<file path="config.mk">
export PLATFORM = sky130hd
export DESIGN_NAME = rec_play_ctrl
export DESIGN_NICKNAME = d
export VERILOG_FILES = /design/src/rtl/rec_play_ctrl_pkg.sv /design/src/rtl/rec_play_ctrl_mem_port_seq.sv /design/src/rtl/rec_play_ctrl.sv
export SDC_FILE = /design/constraint.sdc
export NUM_CORES = 1
export LEC_CHECK = 0
export BUFFER_PORTS_ARGS = -buffer_cell sky130_fd_sc_hd__buf_2
export CELL_PAD_IN_SITES_DETAIL_PLACEMENT = 2
export CELL_PAD_IN_SITES_GLOBAL_PLACEMENT = 2
export CORE_UTILIZATION = 32
export CTS_BUF_LIST = sky130_fd_sc_hd__clkbuf_4
export DETAILED_ROUTE_END_ITERATION = 12
export PLACE_DENSITY_LB_ADDON = 0.3
export RECOVER_POWER = 100
export REMOVE_ABC_BUFFERS = 1
export SLEW_MARGIN = 30
export SYNTH_ARGS = -nofsm -noshare
export SYNTH_HDL_FRONTEND = slang
export SYNTH_SLANG_ARGS = --single-unit
</file>
<file path="constraint.sdc">
create_clock -name clk -period 3.47 [get_ports clk]
set_clock_uncertainty 0.2 [all_clocks]
set_input_delay 0.1735 -clock clk [delete_from_list [all_inputs] [get_ports clk]]
set_output_delay 0.1735 -clock clk [all_outputs]
set_load 0.005 [all_outputs]
</file>
<file path="src/rtl/rec_play_ctrl_pkg.sv">
// rec_pkg: shared state encoding and default widths for the
// sound recorder capture/playback datapath.
package rec_pkg;
    localparam int ADDR_W_DEF = 18;
    localparam int DATA_W_DEF = 16;

    typedef enum logic [1:0] {
        ST_IDLE   = 2'd0,
        ST_RECORD = 2'd1,
        ST_PLAY   = 2'd2,
        ST_DRAIN  = 2'd3
    } state_e;
endpackage

</file>
<file path="src/rtl/rec_play_ctrl_mem_port_seq.sv">
// mem_port_seq: single-outstanding memory request/ack sequencer;
// request fields are captured on start and held until the ack.
module mem_port_seq
    import rec_pkg::*;
#(
    parameter int ADDR_W = ADDR_W_DEF,
    parameter int DATA_W = DATA_W_DEF
) (
    input  logic              clk_i,
    input  logic              rst_ni,
    input  logic              start_i,
    input  logic              we_i,
    input  logic [ADDR_W-1:0] addr_i,
    input  logic [DATA_W-1:0] wdata_i,
    input  logic              ack_i,
    output logic              busy_o,
    output logic              done_o,
    output logic              req_o,
    output logic              we_o,
    output logic [ADDR_W-1:0] addr_o,
    output logic [DATA_W-1:0] wdata_o
);
    logic              req_q;
    logic              we_q;
    logic [ADDR_W-1:0] addr_q;
    logic [DATA_W-1:0] wdata_q;

    always_ff @(posedge clk_i) begin
        if (!rst_ni) begin
            req_q   <= 1'b0;
            we_q    <= 1'b0;
            addr_q  <= '0;
            wdata_q <= '0;
        end else if (req_q) begin
            if (ack_i) req_q <= 1'b0;
        end else if (start_i) begin
            req_q   <= 1'b1;
            we_q    <= we_i;
            addr_q  <= addr_i;
            wdata_q <= wdata_i;
        end
    end

    assign busy_o  = req_q;
    assign done_o  = req_q & ack_i;
    assign req_o   = req_q;
    assign we_o    = we_q;
    assign addr_o  = addr_q;
    assign wdata_o = wdata_q;
endmodule

</file>
<file path="src/rtl/rec_play_ctrl.sv">
// rec_play_ctrl: record/playback sequencer owning the sample memory port.
// Define LOOP_PLAY_EN to make playback wrap to address 0 until cmd_stop.
module rec_play_ctrl
    import rec_pkg::*;
#(
    parameter int ADDR_W = ADDR_W_DEF,
    parameter int DATA_W = DATA_W_DEF
) (
    input  logic              clk,
    input  logic              rst_n,
    input  logic              cmd_record,
    input  logic              cmd_play,
    input  logic              cmd_stop,
    output logic              adc_enable,
    input  logic              adc_valid,
    input  logic [DATA_W-1:0] adc_data,
    input  logic              dac_req,
    output logic [DATA_W-1:0] dac_data,
    output logic              dac_valid,
    output logic              mem_req,
    output logic              mem_we,
    output logic [ADDR_W-1:0] mem_addr,
    output logic [DATA_W-1:0] mem_wdata,
    input  logic [DATA_W-1:0] mem_rdata,
    input  logic              mem_ack,
    output logic [1:0]        state_o,
    // one extra bit so a completely full memory reports 2^ADDR_W
    output logic [ADDR_W:0]   rec_len,
    output logic              overrun
);
`ifdef LOOP_PLAY_EN
    localparam bit LOOP = 1'b1;
`else
    localparam bit LOOP = 1'b0;
`endif
    localparam logic [ADDR_W-1:0] ONE_A = 1;
    localparam logic [ADDR_W:0]   ONE_L = 1;

    state_e            state_q, state_d;
    logic [ADDR_W-1:0] cnt_q, cnt_d;
    logic [ADDR_W:0]   len_q, len_d;
    logic              ovr_q, ovr_d;
    logic              pend_q, pend_d;
    logic [DATA_W-1:0] pbuf_q, pbuf_d;
    logic [DATA_W-1:0] dout_q, dout_d;
    logic              dval_q, dval_d;
    logic              aen_q;

    logic              start, st_we, busy, done, used_adc;
    logic [DATA_W-1:0] st_wdata;
    logic              wr_done, rd_done, wr_full, rd_last, adc_take;

    mem_port_seq #(.ADDR_W(ADDR_W), .DATA_W(DATA_W)) u_seq (
        .clk_i   (clk),
        .rst_ni  (rst_n),
        .start_i (start),
        .we_i    (st_we),
        .addr_i  (cnt_q),
        .wdata_i (st_wdata),
        .ack_i   (mem_ack),
        .busy_o  (busy),
        .done_o  (done),
        .req_o   (mem_req),
        .we_o    (mem_we),
        .addr_o  (mem_addr),
        .wdata_o (mem_wdata)
    );

    always_comb begin
        wr_done  = done & mem_we;
        rd_done  = done & ~mem_we;
        wr_full  = wr_done & (&mem_addr);
        rd_last  = rd_done & ({1'b0, cnt_q} == len_q - ONE_L);
        adc_take = (state_q == ST_RECORD) & ~cmd_stop
                 & adc_valid & ~wr_full;

        state_d  = state_q;
        cnt_d    = cnt_q;
        len_d    = len_q;
        ovr_d    = ovr_q;
        pend_d   = pend_q;
        pbuf_d   = pbuf_q;
        dout_d   = dout_q;
        dval_d   = 1'b0;
        start    = 1'b0;
        st_we    = 1'b0;
        st_wdata = '0;
        used_adc = 1'b0;

        // a waiting sample always goes to the port before a fresh one
        if ((state_q == ST_RECORD || state_q == ST_DRAIN) && !busy) begin
            if (pend_q) begin
                start    = 1'b1;
                st_we    = 1'b1;
                st_wdata = pbuf_q;
                pend_d   = 1'b0;
            end else if (adc_take) begin
                start    = 1'b1;
                st_we    = 1'b1;
                st_wdata = adc_data;
                used_adc = 1'b1;
            end
        end
        if (adc_take && !used_adc) begin
            if (pend_d) begin
                ovr_d = 1'b1;
            end else begin
                pend_d = 1'b1;
                pbuf_d = adc_data;
            end
        end
        if (wr_done) begin
            len_d = {1'b0, cnt_q} + ONE_L;
            if (!wr_full) cnt_d = cnt_q + ONE_A;
        end
        if (wr_full) begin
            if (pend_d) ovr_d = 1'b1;
            pend_d = 1'b0;
        end

        if (state_q == ST_PLAY && !cmd_stop && dac_req) begin
            if (!busy) start = 1'b1;
            else       ovr_d = 1'b1;
        end
        if (rd_done) begin
            cnt_d = (LOOP && rd_last) ? '0 : cnt_q + ONE_A;
            if (state_q == ST_PLAY) begin
                dout_d = mem_rdata;
                dval_d = 1'b1;
            end
        end

        unique case (state_q)
            ST_IDLE: begin
                if (!cmd_stop && cmd_record) begin
                    state_d = ST_RECORD;
                    cnt_d   = '0;
                    len_d   = '0;
                    ovr_d   = 1'b0;
                    pend_d  = 1'b0;
                end else if (!cmd_stop && cmd_play && len_q != '0) begin
                    state_d = ST_PLAY;
                    cnt_d   = '0;
                    ovr_d   = 1'b0;
                end
            end
            ST_RECORD: if (cmd_stop || wr_full) state_d = ST_DRAIN;
            ST_PLAY: begin
                if (cmd_stop)              state_d = ST_DRAIN;
                else if (rd_last && !LOOP) state_d = ST_IDLE;
            end
            ST_DRAIN: if (!pend_q && (!busy || done)) state_d = ST_IDLE;
            default: state_d = ST_IDLE;
        endcase
    end

    always_ff @(posedge clk) begin
        if (!rst_n) begin
            state_q <= ST_IDLE;
            cnt_q   <= '0;
            len_q   <= '0;
            ovr_q   <= 1'b0;
            pend_q  <= 1'b0;
            pbuf_q  <= '0;
            dout_q  <= '0;
            dval_q  <= 1'b0;
            aen_q   <= 1'b0;
        end else begin
            state_q <= state_d;
            cnt_q   <= cnt_d;
            len_q   <= len_d;
            ovr_q   <= ovr_d;
            pend_q  <= pend_d;
            pbuf_q  <= pbuf_d;
            dout_q  <= dout_d;
            dval_q  <= dval_d;
            aen_q   <= (state_d == ST_RECORD);
        end
    end

    assign adc_enable = aen_q;
    assign dac_data   = dout_q;
    assign dac_valid  = dval_q;
    assign state_o    = state_q;
    assign rec_len    = len_q;
    assign overrun    = ovr_q;
endmodule

</file>
======== Word-level counts from Yosys, hierarchy flattened ========
Cells that the tools add are included.
W data, S select, Z words.
word-level totals
  output and inout port bits .............. 76
  logic and storage cells ................. 100
  register bits ........................... 111
  input bits .............................. 40
cells by class
  $add $sub $neg .......................... 3
  muxes and demuxes ....................... 44
  bitwise logic cells ..................... 13
  equal/unequal tests ..................... 5
  reductions and logical operators ........ 22
operators with widths
  operator                 number
  $mux W18                 6
  $mux W19                 3
  $mux W16                 3
  $mux W1                  25
  $add A18 B1 Y19 const B  1
  $eq A18 B19 Y1           1
  $reduce_bool A19 Y1      1
  $sub A19 B1 Y19 const B  1
  $add A18 B1 Y18 const B  1
  $reduce_and A18 Y1       1
  $mux W2                  6
  $and A1 B1 Y1            8
  $logic_and A1 B1 Y1      8
  $pmux W2 S4              1
  $reduce_and A2 Y1        4
  $not A1 Y1               5
  $eq A2 B1 Y1 const B     2
  $eq A2 B2 Y1 const B     2
  $logic_not A1 Y1         4
  $logic_or A1 B1 Y1       3
  $logic_not A2 Y1         1

======== Logic depth before layout (Yosys ltp) ========
Gate-level depths: netlist of the first run.
  word-level depth ........................ 18
  mapped depth ............................ 9
  mapped depth without buffers ............ 9

======== Modules after synthesis ========
Synthesis of the first run repeated with hierarchy kept, for this count alone.
second synthesis, totals
  cells, all modules ...................... 659
  area total of the unflattened synthesis .. 5631.7 sq um
modules (own cells, without submodules)
  module         area each (sq um)  sequential area each (sq um)  cells an instance  times used
  rec_play_ctrl  4140.2             1501.4                        501                1
  mem_port_seq   1491.4             720.7                         158                1

======== Least setup slack after synthesis of the first run ========
No wires, ideal clock.
  kind .................................... register to register
  start ................................... reg len_q[0] (netlist: rec_len[0])
  end ..................................... reg state_q[1] (netlist: state_o[1])
  path slack .............................. 689 ps
  buffers on the path ..................... 0
  arrival ................................. 2459 ps
  stages on the path, launching flop included .. 10
  data required time ...................... 3148 ps
  period minus slack after synthesis ...... 2781 ps
  library setup time ...................... 122 ps
  cells stage by stage .................... dfxtp_1 -> inv_1 -> ha_1 -> or3b_1 -> nor2_1 -> nand4b_1 -> or4b_1 -> a31oi_1 -> a41oi_1 -> o311a_1
on the way
  longest elaborated chain between the ends .. 6
  elaborated cells between the ends (all ways) .. 10
  classes of those cells .................. add/sub: 1; eq/ne: 1; mux: 5; bitwise: 1; reduce/logical: 2
RTL lines
  element                   line                  RTL
  start: declaration        rec_play_ctrl.sv:41   logic [ADDR_W:0] len_q, len_d;
  start signal: assignment  rec_play_ctrl.sv:171  len_q <= len_d;
  $sub A19 B1 Y19           rec_play_ctrl.sv:73   rd_last = rd_done & ({1'b0, cnt_q} == len_q - ONE_L);
  $eq A18 B19 Y1            rec_play_ctrl.sv:73
  $and A1 B1 Y1             rec_play_ctrl.sv:73
  $mux W2                   rec_play_ctrl.sv:150  else if (rd_last && !LOOP) state_d = ST_IDLE;
  $mux W2                   rec_play_ctrl.sv:149  if (cmd_stop) state_d = ST_DRAIN;
  $pmux W2 S4 *             rec_play_ctrl.sv:133  unique case (state_q)
  end signal: assignment    rec_play_ctrl.sv:169  state_q <= state_d;
  end: declaration          rec_play_ctrl.sv:39   state_e state_q, state_d;
Every way passes the cells marked *; elsewhere a longest branch is shown, timed or not.
A chain may end at the register's enable or synchronous reset.

======== Worst setup path after layout of the first run ========
Ends and elaborated chain as after synthesis.

==> results of run 1 <==
[worst register-to-register path: stages (launching register included)]
cell and delay [ns]:
dfxtp_1 0.44, inv_1 0.10, ha_1 0.26, or3b_1 0.43, nor2_1 0.16, nand4b_1 0.20
or4b_1 0.56, a31oi_1 0.22, a41oi_1 0.18, o311a_1 0.37
[power by group]
part           switching, mW  internal (mW)
sequential            0.0159           1.29
clock                  0.512          0.172
combinational         0.0952         0.0855
[layout by cell type (no fill, tap or decap), drive strengths merged, types with 2 or more instances in the layout]
master / n
buf: 65
xnor2: 37
nor3b: 4
nor3: 16
a2111oi: 2
ha: 2
a31oi: 3
nor2: 63
nand2: 89
a222oi: 17
and3: 5
a211oi: 16
a21boi: 36
nand4: 8
nor4b: 2
dfxtp: 111
inv: 16
nand3: 17
dlygate4sd3: 38
o41ai: 2
nor4: 9
or3: 7
nand4b: 2
clkinv: 3
xor2: 18
a21oi: 14
clkbuf: 69
mux2i: 20
o21ai: 5
o311a: 2
o31ai: 2
nor2b: 35
or4: 2
[final cells by class]
type                       instances  area, um^2  share of cell area [%]
antenna                            1       2.502                 0.03873
clock buffer                       9       67.56                   1.046
clock inverter                     7       73.82                   1.143
inverter                          12       45.04                  0.6971
multi-input combinational        448        2833                   43.84
sequential                       111        2222                   34.39
tap                              216       270.3                   4.183
timing repair buffer             163       947.2                   14.66
[cells by family (layout without fill, tap and decap cells)]
family | after synthesis | count (layout) | synth area share, %
multiplexers | 21 | 21 | 4.000
XOR/XNOR | 55 | 55 | 9.112
other | 0 | 1 | 0
flip-flops | 111 | 111 | 42.04
adder cells (fa/ha/maj) | 2 | 2 | 0.4733
buffers and inverters | 60 | 191 | 4.473
AND/OR/NAND/NOR | 264 | 264 | 24.21
AO/OA/AOI/OAI | 106 | 106 | 15.69
[path summary, 6_finish.rpt]
path | end | startpoint | cells past startpoint | slack (ns)
worst max-delay path | state_o[1] | rec_len[0] | 9 | 0.30
worst min register to register | dac_data[0] | dac_data[0] | 2 | 0.29
worst min-delay path | state_o[1] | cmd_play | 4 | 0.12
worst max register to register | state_o[1] | rec_len[0] | 9 | 0.30
[stage by stage]
stage	worst slack, ns	area [um^2]	util [%]
after global routing	0.008192	6461	40.38
after global placement	0.4562	6027	37.67
final	0.2966	6461	40.38
after floorplan	0.6894	5095	-
after CTS	0.2738	6549	40.93
after detailed placement	0.3005	6027	37.67
[per-layer routing]
layer	wire length [um]	up-vias	part of all wire [%]
li1	-	2402	-
met3	894	28	5.0
met5	0	-	0
met2	8832	121	49
met4	409	0	2.3
met1	7919	2511	44
[state kept, by name, summed over array words and instances (netlist names)]
name           flops
u_seq.addr_o      18
dac_valid          1
u_seq.we_o         1
overrun            1
rec_len           19
pbuf_q            16
cnt_q             18
u_seq.busy_o       1
adc_enable         1
pend_q             1
state_o            2
dac_data          16
u_seq.wdata_o     16
==> summary.md, run 1 <==
| Metric | Value |
|---|---|
| Filler cells | `1866` |
| Max_cap viols | `0` |
| Top_reg_cell synth | `dfxtp_1` |
| PD cells | `335.7 nW/um^2` |
| DR pass1 iterations | `7` |
| Most common cell in the synthesized netlist | `dfxtp_1` |
| Starting density of the core | `33.04%` |
| Vias | `5062` |
| GRT met1 Usage | `26.25%` |
| Post-synth top area share | `42.04%` |
| CP Max Fanout | `6` |
| Final Power | `2.169 mW` |
| RSZ-0062 raised after global routing | `false` |
| Grt met3 use | `4.682%` |
| Clock latency on the worst-skew pair | `0.50 ns` |
| IO Count | `116` |
| Area leader, netlist | `dfxtp_1` |
| Crit start category | `register` |
| Die width | `130.5 um` |
| Worst Hold Class | `input port to register` |
| Via/cell ratio | `5.235` |
| Initial DRC count | `203` |
| Row cnt | `46` |
| Worst Max-Slew Pin Slew | `1.276 ns` |
| Sequential cell area fraction in the yosys report | `42.04%` |
| Post-synth top cells | `111 x dfxtp_1, 89 x nand2_1, 63 x nor2_1, 42 x clkbuf_1, 37 x xnor2_1` |
| Critical Path End Type | `register` |
| Gr busiest metal | `met2` |
| Worst path max stage delay | `0.56 ns` |
| HPWL Detailed | `12.49 mm` |
| Post-route setup TNS | `0 ns` |
| Outcome | `complete, no violations` |
| VDD IR-drop max | `0.1659 mV` |
| Leak | `2.305 nW` |
| Total gr overflow | `0` |
| Fin. Hold Viols | `0` |
| DRC viols | `0` |
| First-pass GRT wire length | `28.40 mm` |
| Syn avg cell area | `8.540 um^2` |
| Final std cells w/o fill | `967` |
| Top Family by Delay on Critical Path | `simple AND/OR/NAND/NOR gates` |
| Slew Limit Headroom | `14.95%` |
| H-tree levels | `3` |
| Synth area leaders | `dfxtp_1 42%, nand2_1 6.3%, xnor2_1 6.1%` |
| Layout cells sized above 1 | `12.00%` |
| Final setup viols | `0` |
| Clock root buffer | `clkbuf_4` |
| Vias in the first global route | `5427` |
| Slowest CP cell | `or4b_1` |
| Fmax | `0.3151 GHz` |
| Setup repair bufs after CTS | `0` |
| Critical Path AT | `3.40 ns` |
| CTS tree | `done` |
| Critical Path RT | `3.70 ns` |
| Largest net degree at the start of global routing | `72` |
| Crit Path Class | `register to register` |
| Crit path buffers/inverters | `1` |
| Final Slew Violations | `0` |
| Number of synthesized flops with an enable pin | `0` |
| Total Routing Usage GR | `21.58%` |
| Reg clk slew, reported paths | `0.21 ns` |
| Post-CTS Hold Buffers | `38` |
| Period minus WS final | `3.173 ns` |
| Inst Count DP | `912` |
| Die H | `130.5 um` |
| Ys async rst share | `0%` |
| Worst path cell trace | `inv_1 > ha_1 > or3b_1 > nor2_1 > nand4b_1 > or4b_1 > a31oi_1 > a41oi_1 > o311a_1` |
| I/O Buffers | `115` |
| Synthesized instance count | `619` |
| Initial antenna violation count | `1` |
| Hold Slack | `0.1161 ns` |
| Routability congestion estimate | `0.8628` |
| Synth cell types | `52` |
| #FFs+latches synth | `111` |
| Clock Sinks | `111` |
| GR met2 Demand/Resource | `36.85%` |
| Synthesis-to-finish area growth | `22.22%` |
| Routed Antenna Nets | `0` |
| CTS buffer count | `9` |
| Clk buf depth | `2` |
| Synth Warn # | `0` |
| CORE AREA | `16000 um^2` |
| Die area | `17040 um^2` |
| Post-CTS Resized | `0` |
| Post-Route WL | `18.06 mm` |
| DR WL/cell | `18.67 um` |
| Mapped cell area | `5286 um^2` |
| NumNets Final | `787` |
| Tcrit/Tclk final | `91.45%` |
Note: power is estimated with default switching activity, not from simulation.
==> inputs of run 2 (changes only) <==
Settings changed: CTS_CLUSTER_DIAMETER from default to 60.
Clock period 3.47 ns to 3.53 ns, I/O delays scaled along.
==> summary.md, run 2 (synthesis gave the netlist of run 1 again) <==
| Metric | Value |
|---|---|
| Via/cell ratio | `5.152 (-1.6%)` |
| CORE AREA | `16000 um^2 (unchanged)` |
| Hold path cells | `4 (unchanged)` |
| Most frequent cells in the layout | `111 x dfxtp_1, 89 x nand2_1, 63 x nor2_1, 63 x buf_2, 55 x clkbuf_1` |
| Vias | `4982 (-1.6%)` |
| R2R setup slack | `0.39 ns (+0.10 ns)` |
| Synthesis-to-finish area growth | `22.53%` |
| Starting density of the core | `33.04% (unchanged)` |
| Die area | `17040 um^2 (unchanged)` |
| Reg clk slew, reported paths | `0.20 ns (about the same)` |
| Post-CTS Resized | `0 (unchanged)` |
| Number of flip-flops in the largest register | `19 (unchanged)` |
| Filler cells | `1882 (+0.86%)` |
| DRC viols | `0 (unchanged)` |
| Setup repair bufs after CTS | `0 (unchanged)` |
| Clock Sinks | `111 (unchanged)` |
| Worst Max-Slew Pin Slew | `1.220 ns (-0.05542 ns)` |
| DR WL/cell | `18.45 um (-1.2%)` |
| R2R Path Start | `rec_len[0]` |
| Inst Count DP | `912 (unchanged)` |
| Leak | `2.329 nW (+1.0%)` |
| DR top layer | `met4` |
| Max_cap viols | `0 (unchanged)` |
| Final setup viols | `0 (unchanged)` |
| Period minus WS final | `3.137 ns (-0.03684 ns)` |
| Total Routing Usage GR | `21.49% (-0.094 points)` |
| Critical Path AT | `3.37 ns (-0.03 ns)` |
| Fin util | `40.48% (+0.10 points)` |
| CP Max Fanout | `6 (unchanged)` |
| NumNets Final | `787 (unchanged)` |
| Post-route setup TNS | `0 ns (unchanged)` |
| Crit Path Class | `register to register` |
| HPWL Detailed | `12.46 mm (-0.23%)` |
| IO Count | `116 (unchanged)` |
| Critical Path RT | `3.76 ns (+0.06 ns)` |
| Worst min-delay path endpoint | `state_o[1]` |
| Tcrit/Tclk final | `88.86% (-2.6 points)` |
| Initial DRC count | `249 (+23%)` |
| First-pass GRT wire length | `28.17 mm (-0.83%)` |
| Worst Hold Class | `input port to register` |
| Post-Route WL | `17.84 mm (-1.2%)` |
| Final std cells w/o fill | `967 (unchanged)` |
| Outcome | `complete, no violations` |
| Reg-to-Reg End | `state_o[1]` |
| Worst r2r path cells | `9 (unchanged)` |
| Clk buf depth | `2 (unchanged)` |
| Fin. Hold Viols | `0 (unchanged)` |
| CTS tree | `done` |
| Total gr overflow | `0 (unchanged)` |
| I/O Buffers | `115 (unchanged)` |
| Routability congestion estimate | `0.8634 (about the same)` |
| Final Power | `2.181 mW (+0.54%)` |
| Row cnt | `46 (unchanged)` |
| VDD IR-drop max | `0.1565 mV (-5.6%)` |
| Die H | `130.5 um (unchanged)` |
| Clock root buffer | `clkbuf_4` |
| RSZ-0062 raised after global routing | `false` |
| Largest net degree at the start of global routing | `72 (unchanged)` |
| H-tree levels | `3 (unchanged)` |
| Hold Crit Start | `cmd_play` |
| Slew Limit Headroom | `18.65% (+3.7 points)` |
| Routed wl met2 | `8.771 mm (-0.69%)` |
| CTS buffer count | `9 (unchanged)` |
| Fmax | `0.3188 GHz (+1.2%)` |
| Layout cells sized above 1 | `12.53% (+0.53 points)` |
| Die width | `130.5 um (unchanged)` |
| DR pass1 iterations | `6 (-1)` |
| Met3 WL | `708 um (-21%)` |
| Routed Antenna Nets | `0 (unchanged)` |
| Critical Path End Type | `register` |
| Clock latency on the worst-skew pair | `0.51 ns (about the same)` |
| Area post-placement | `6027 um^2 (unchanged)` |
| PD cells | `336.7 nW/um^2 (+0.28%)` |
| Post-CTS Hold Buffers | `38 (unchanged)` |
| Final Slew Violations | `0 (unchanged)` |
| Final Cell Area | `6477 um^2 (+0.25%)` |
| Vias in the first global route | `5341 (-1.6%)` |
| Crit start category | `register` |
| Initial antenna violation count | `1 (unchanged)` |
| M1 WL | `8.029 mm (+1.4%)` |
| Commonest non-fill, non-tap cell in the layout | `dfxtp_1` |
## run 2: changes by cell type in the layout (fill, tap and decap cells not counted), sizes merged
cell | before | now
clkinv | 3 | 1
bufinv | 0 | 1
buf | 65 | 69
inv | 16 | 17
clkbuf | 69 | 65
## run 2: worst max-delay path, stage by stage, from the launching register on
cell and delay [ns]:
dfxtp_1 0.43, inv_1 0.10, ha_1 0.25, or3b_1 0.43, nor2_1 0.16, nand4b_1 0.19, or4b_1 0.54, a31oi_1 0.19
a41oi_1 0.18, o311a_1 0.38
## run 2: area by class of cell
cell class,count,area [um^2],area share (%)
diodes,1,2.502,0.03863
clock buffers,9,67.56,1.043
clock inverters,7,85.08,1.314
inverters,12,45.04,0.6954
multi-input cells,448,2833,43.73
flip-flops and latches,111,2222,34.31
well taps,216,270.3,4.172
repair buffers,163,952.2,14.70
## run 2: worst max-delay path by stage
stage / from / end / slack (ns) / cells after the start
finish: rec_len[0] / state_o[1] / 0.39 / 9
global route: rec_len[0] / state_o[1] / 0.14 / 9
CTS: rec_len[0] / state_o[1] / 0.37 / 9
detailed placement: rec_len[0] / state_o[1] / 0.39 / 9
global placement: rec_len[0] / state_o[1] / 0.52 / 9
floorplan: rec_len[0] / state_o[1] / 0.75 / 9
## run 2: metrics by stage
| stage | hold slack (ns) | setup WS (ns) |
|---|---|---|
| 2_1_floorplan | 0.09429 | 0.7494 |
| 3_3_place_gp | 0.2278 | 0.5163 |
| 3_5_place_dp | 0.2405 | 0.3912 |
| 4_1_cts | 0.07827 | 0.3734 |
| 5_1_grt | 0.1222 | 0.1397 |
| 6_report | 0.1101 | 0.3934 |
## run 2: power by group
part,internal (mW),switching (mW)
Combinational,0.0842,0.0937
Sequential,1.27,0.0158
Clock,0.233,0.488
Total,1.58,0.598
## run 2: routing by layer
layer / vias to the layer above / global-route usage, %
met5: - / 0
met4: 0 / 9.128
met3: 22 / 3.950
met2: 109 / 37.10
met1: 2455 / 26.14
li1: 2396 / -
==> inputs of run 3 (changes only) <==
Settings changed: CORE_UTILIZATION 32 to 33.
==> summary.md, run 3 (synthesis gave the netlist of run 1 again) <==
| Metric | Value |
|---|---|
| Critical Path End Type | `register` |
| DR pass1 iterations | `5 (-1)` |
| Fmax | `0.3162 GHz (-0.83%)` |
| Synthesis-to-finish area growth | `22.79%` |
| CTS buffer count | `9 (unchanged)` |
| Die area | `16530 um^2 (-3.0%)` |
| Post-route setup TNS | `0 ns (unchanged)` |
| Layout cells sized above 1 | `12.93% (+0.40 points)` |
| Hold Crit Start | `adc_valid` |
| Routability congestion estimate | `0.8471 (-1.9%)` |
| Fin. Hold Viols | `0 (unchanged)` |
| Most frequent cells in the layout | `111 x dfxtp_1, 89 x nand2_1, 67 x buf_2` |
| I/O Buffers | `115 (unchanged)` |
| Leak | `2.354 nW (+1.1%)` |
| VDD IR-drop max | `0.1408 mV (-10%)` |
| First-pass GRT wire length | `30.39 mm (+7.9%)` |
| Clock latency on the worst-skew pair | `0.48 ns (-0.03 ns)` |
| Starting density of the core | `34.27% (+1.2 points)` |
| Slew Limit Headroom | `15.03% (-3.6 points)` |
| IO Count | `116 (unchanged)` |
| Largest net degree at the start of global routing | `72 (unchanged)` |
| Routed Antenna Nets | `0 (unchanged)` |
| Final Cell Area | `6491 um^2 (+0.21%)` |
| RSZ-0062 raised after global routing | `false` |
| Final Slew Violations | `0 (unchanged)` |
| CORE AREA | `15430 um^2 (-3.6%)` |
| Die H | `128.6 um (-1.5%)` |
| HPWL Detailed | `12.78 mm (+2.6%)` |
| Initial DRC count | `254 (+2.0%)` |
| PD cells | `339.6 nW/um^2 (+0.89%)` |
| DRC viols | `0 (unchanged)` |
| Worst Hold Class | `input port to register` |
| Final WS setup | `0.3670 ns (-0.02639 ns)` |
| Worst Max-Slew Pin Slew | `1.275 ns (+0.05427 ns)` |
| Clock Sinks | `111 (unchanged)` |
| Reg clk slew, reported paths | `0.19 ns (about the same)` |
| Commonest non-fill, non-tap cell in the layout | `dfxtp_1` |
| R2R Path Start | `rec_len[0]` |
| Total Routing Usage GR | `23.62% (+2.1 points)` |
| Critical Path AT | `3.41 ns (+0.04 ns)` |
| Final Power | `2.205 mW (+1.1%)` |
| Setup WS pre-CTS | `0.4192 ns (+0.02803 ns)` |
| Area post-placement | `6021 um^2 (-0.10%)` |
| Via/cell ratio | `5.260 (+2.1%)` |
| Crit start category | `register` |
| Setup repair bufs after CTS | `0 (unchanged)` |
| Vias | `5065 (+1.7%)` |
| R2R setup slack | `0.37 ns (-0.03 ns)` |
| CP startpoint | `rec_len[0]` |
| Hold Slack | `0.03176 ns (-0.07834 ns)` |
| Clk buf depth | `2 (unchanged)` |
| Post-Route WL | `18.70 mm (+4.8%)` |
| DR WL/cell | `19.42 um (+5.2%)` |
| H-tree levels | `3 (unchanged)` |
| Row cnt | `45 (-2.2%)` |
| CP Max Fanout | `19 (+13)` |
| Final setup viols | `0 (unchanged)` |
| Number of flip-flops in the largest register | `19 (unchanged)` |
| Post-CTS Resized | `0 (unchanged)` |
| Crit Path Class | `register to register` |
| Outcome | `complete, no violations` |
| Max_cap viols | `0 (unchanged)` |
| Critical Path RT | `3.78 ns (+0.02 ns)` |
| Tcrit/Tclk final | `89.60% (+0.75 points)` |
| CTS tree | `done` |
| Post-CTS Hold Buffers | `38 (unchanged)` |
| Vias in the first global route | `5557 (+4.0%)` |
| Period minus WS final | `3.163 ns (+0.02639 ns)` |
| Clock root buffer | `clkbuf_4` |
| Total gr overflow | `0 (unchanged)` |
| Initial antenna violation count | `2 (+1)` |
| NumNets Final | `787 (unchanged)` |
| Die width | `128.6 um (-1.5%)` |
[run 3: power by group]
| part | leakage (nW) | switching (mW) | total (mW) | internal (mW) |
|---|---|---|---|---|
| clock network | 0.0879 | 0.455 | 0.744 | 0.289 |
| logic | 1.37 | 0.0950 | 0.179 | 0.0845 |
| registers | 0.895 | 0.0158 | 1.28 | 1.27 |
| total | 2.35 | 0.565 | 2.20 | 1.64 |
[run 3: final cells by class]
| class | instances | area (um^2) |
|---|---|---|
| Sequential cell | 111 | 2222 |
| Clock inverter | 7 | 95.09 |
| Antenna cell | 2 | 5.005 |
| Multi-Input combinational cell | 448 | 2833 |
| Clock buffer | 9 | 67.56 |
| Inverter | 12 | 45.04 |
| Tap cell | 211 | 264.0 |
| Timing Repair Buffer | 163 | 959.7 |
| Fill cell | 1814 | 8936 |
[run 3: worst paths after layout]
| path | to | depth (start not counted) |
|---|---|---|
| hold / removal | u_seq.we_o | 4 |
| setup reg to reg | overrun | 10 |
| hold reg to reg | dac_data[14] | 2 |
| setup / recovery | overrun | 10 |
[run 3: critical path, stage by stage, from the launching register on]
cell and delay [ns]:
dfxtp_1 0.43, inv_1 0.09, ha_1 0.25, or3b_1 0.43, nor2_1 0.14, nand4b_1 0.17, o21ai_0 0.40, o41ai_2 0.10
buf_4 0.22, a21oi_1 0.13, dlygate4sd3_1 0.55
[run 3: metal layers]
layer,global-route usage [%],part of all wire [%]
met1,28.20,42
met2,41.65,51
met3,5.198,5.1
met4,8.235,1.7
met5,0,0
[run 3: stage by stage]
step | utilization, % | cells
after floorplan | - | 571
final | 42.08 | 963
after CTS | 42.55 | 961
after detailed placement | 39.03 | 907
after global routing | 42.08 | 963
after global placement | 39.03 | 907
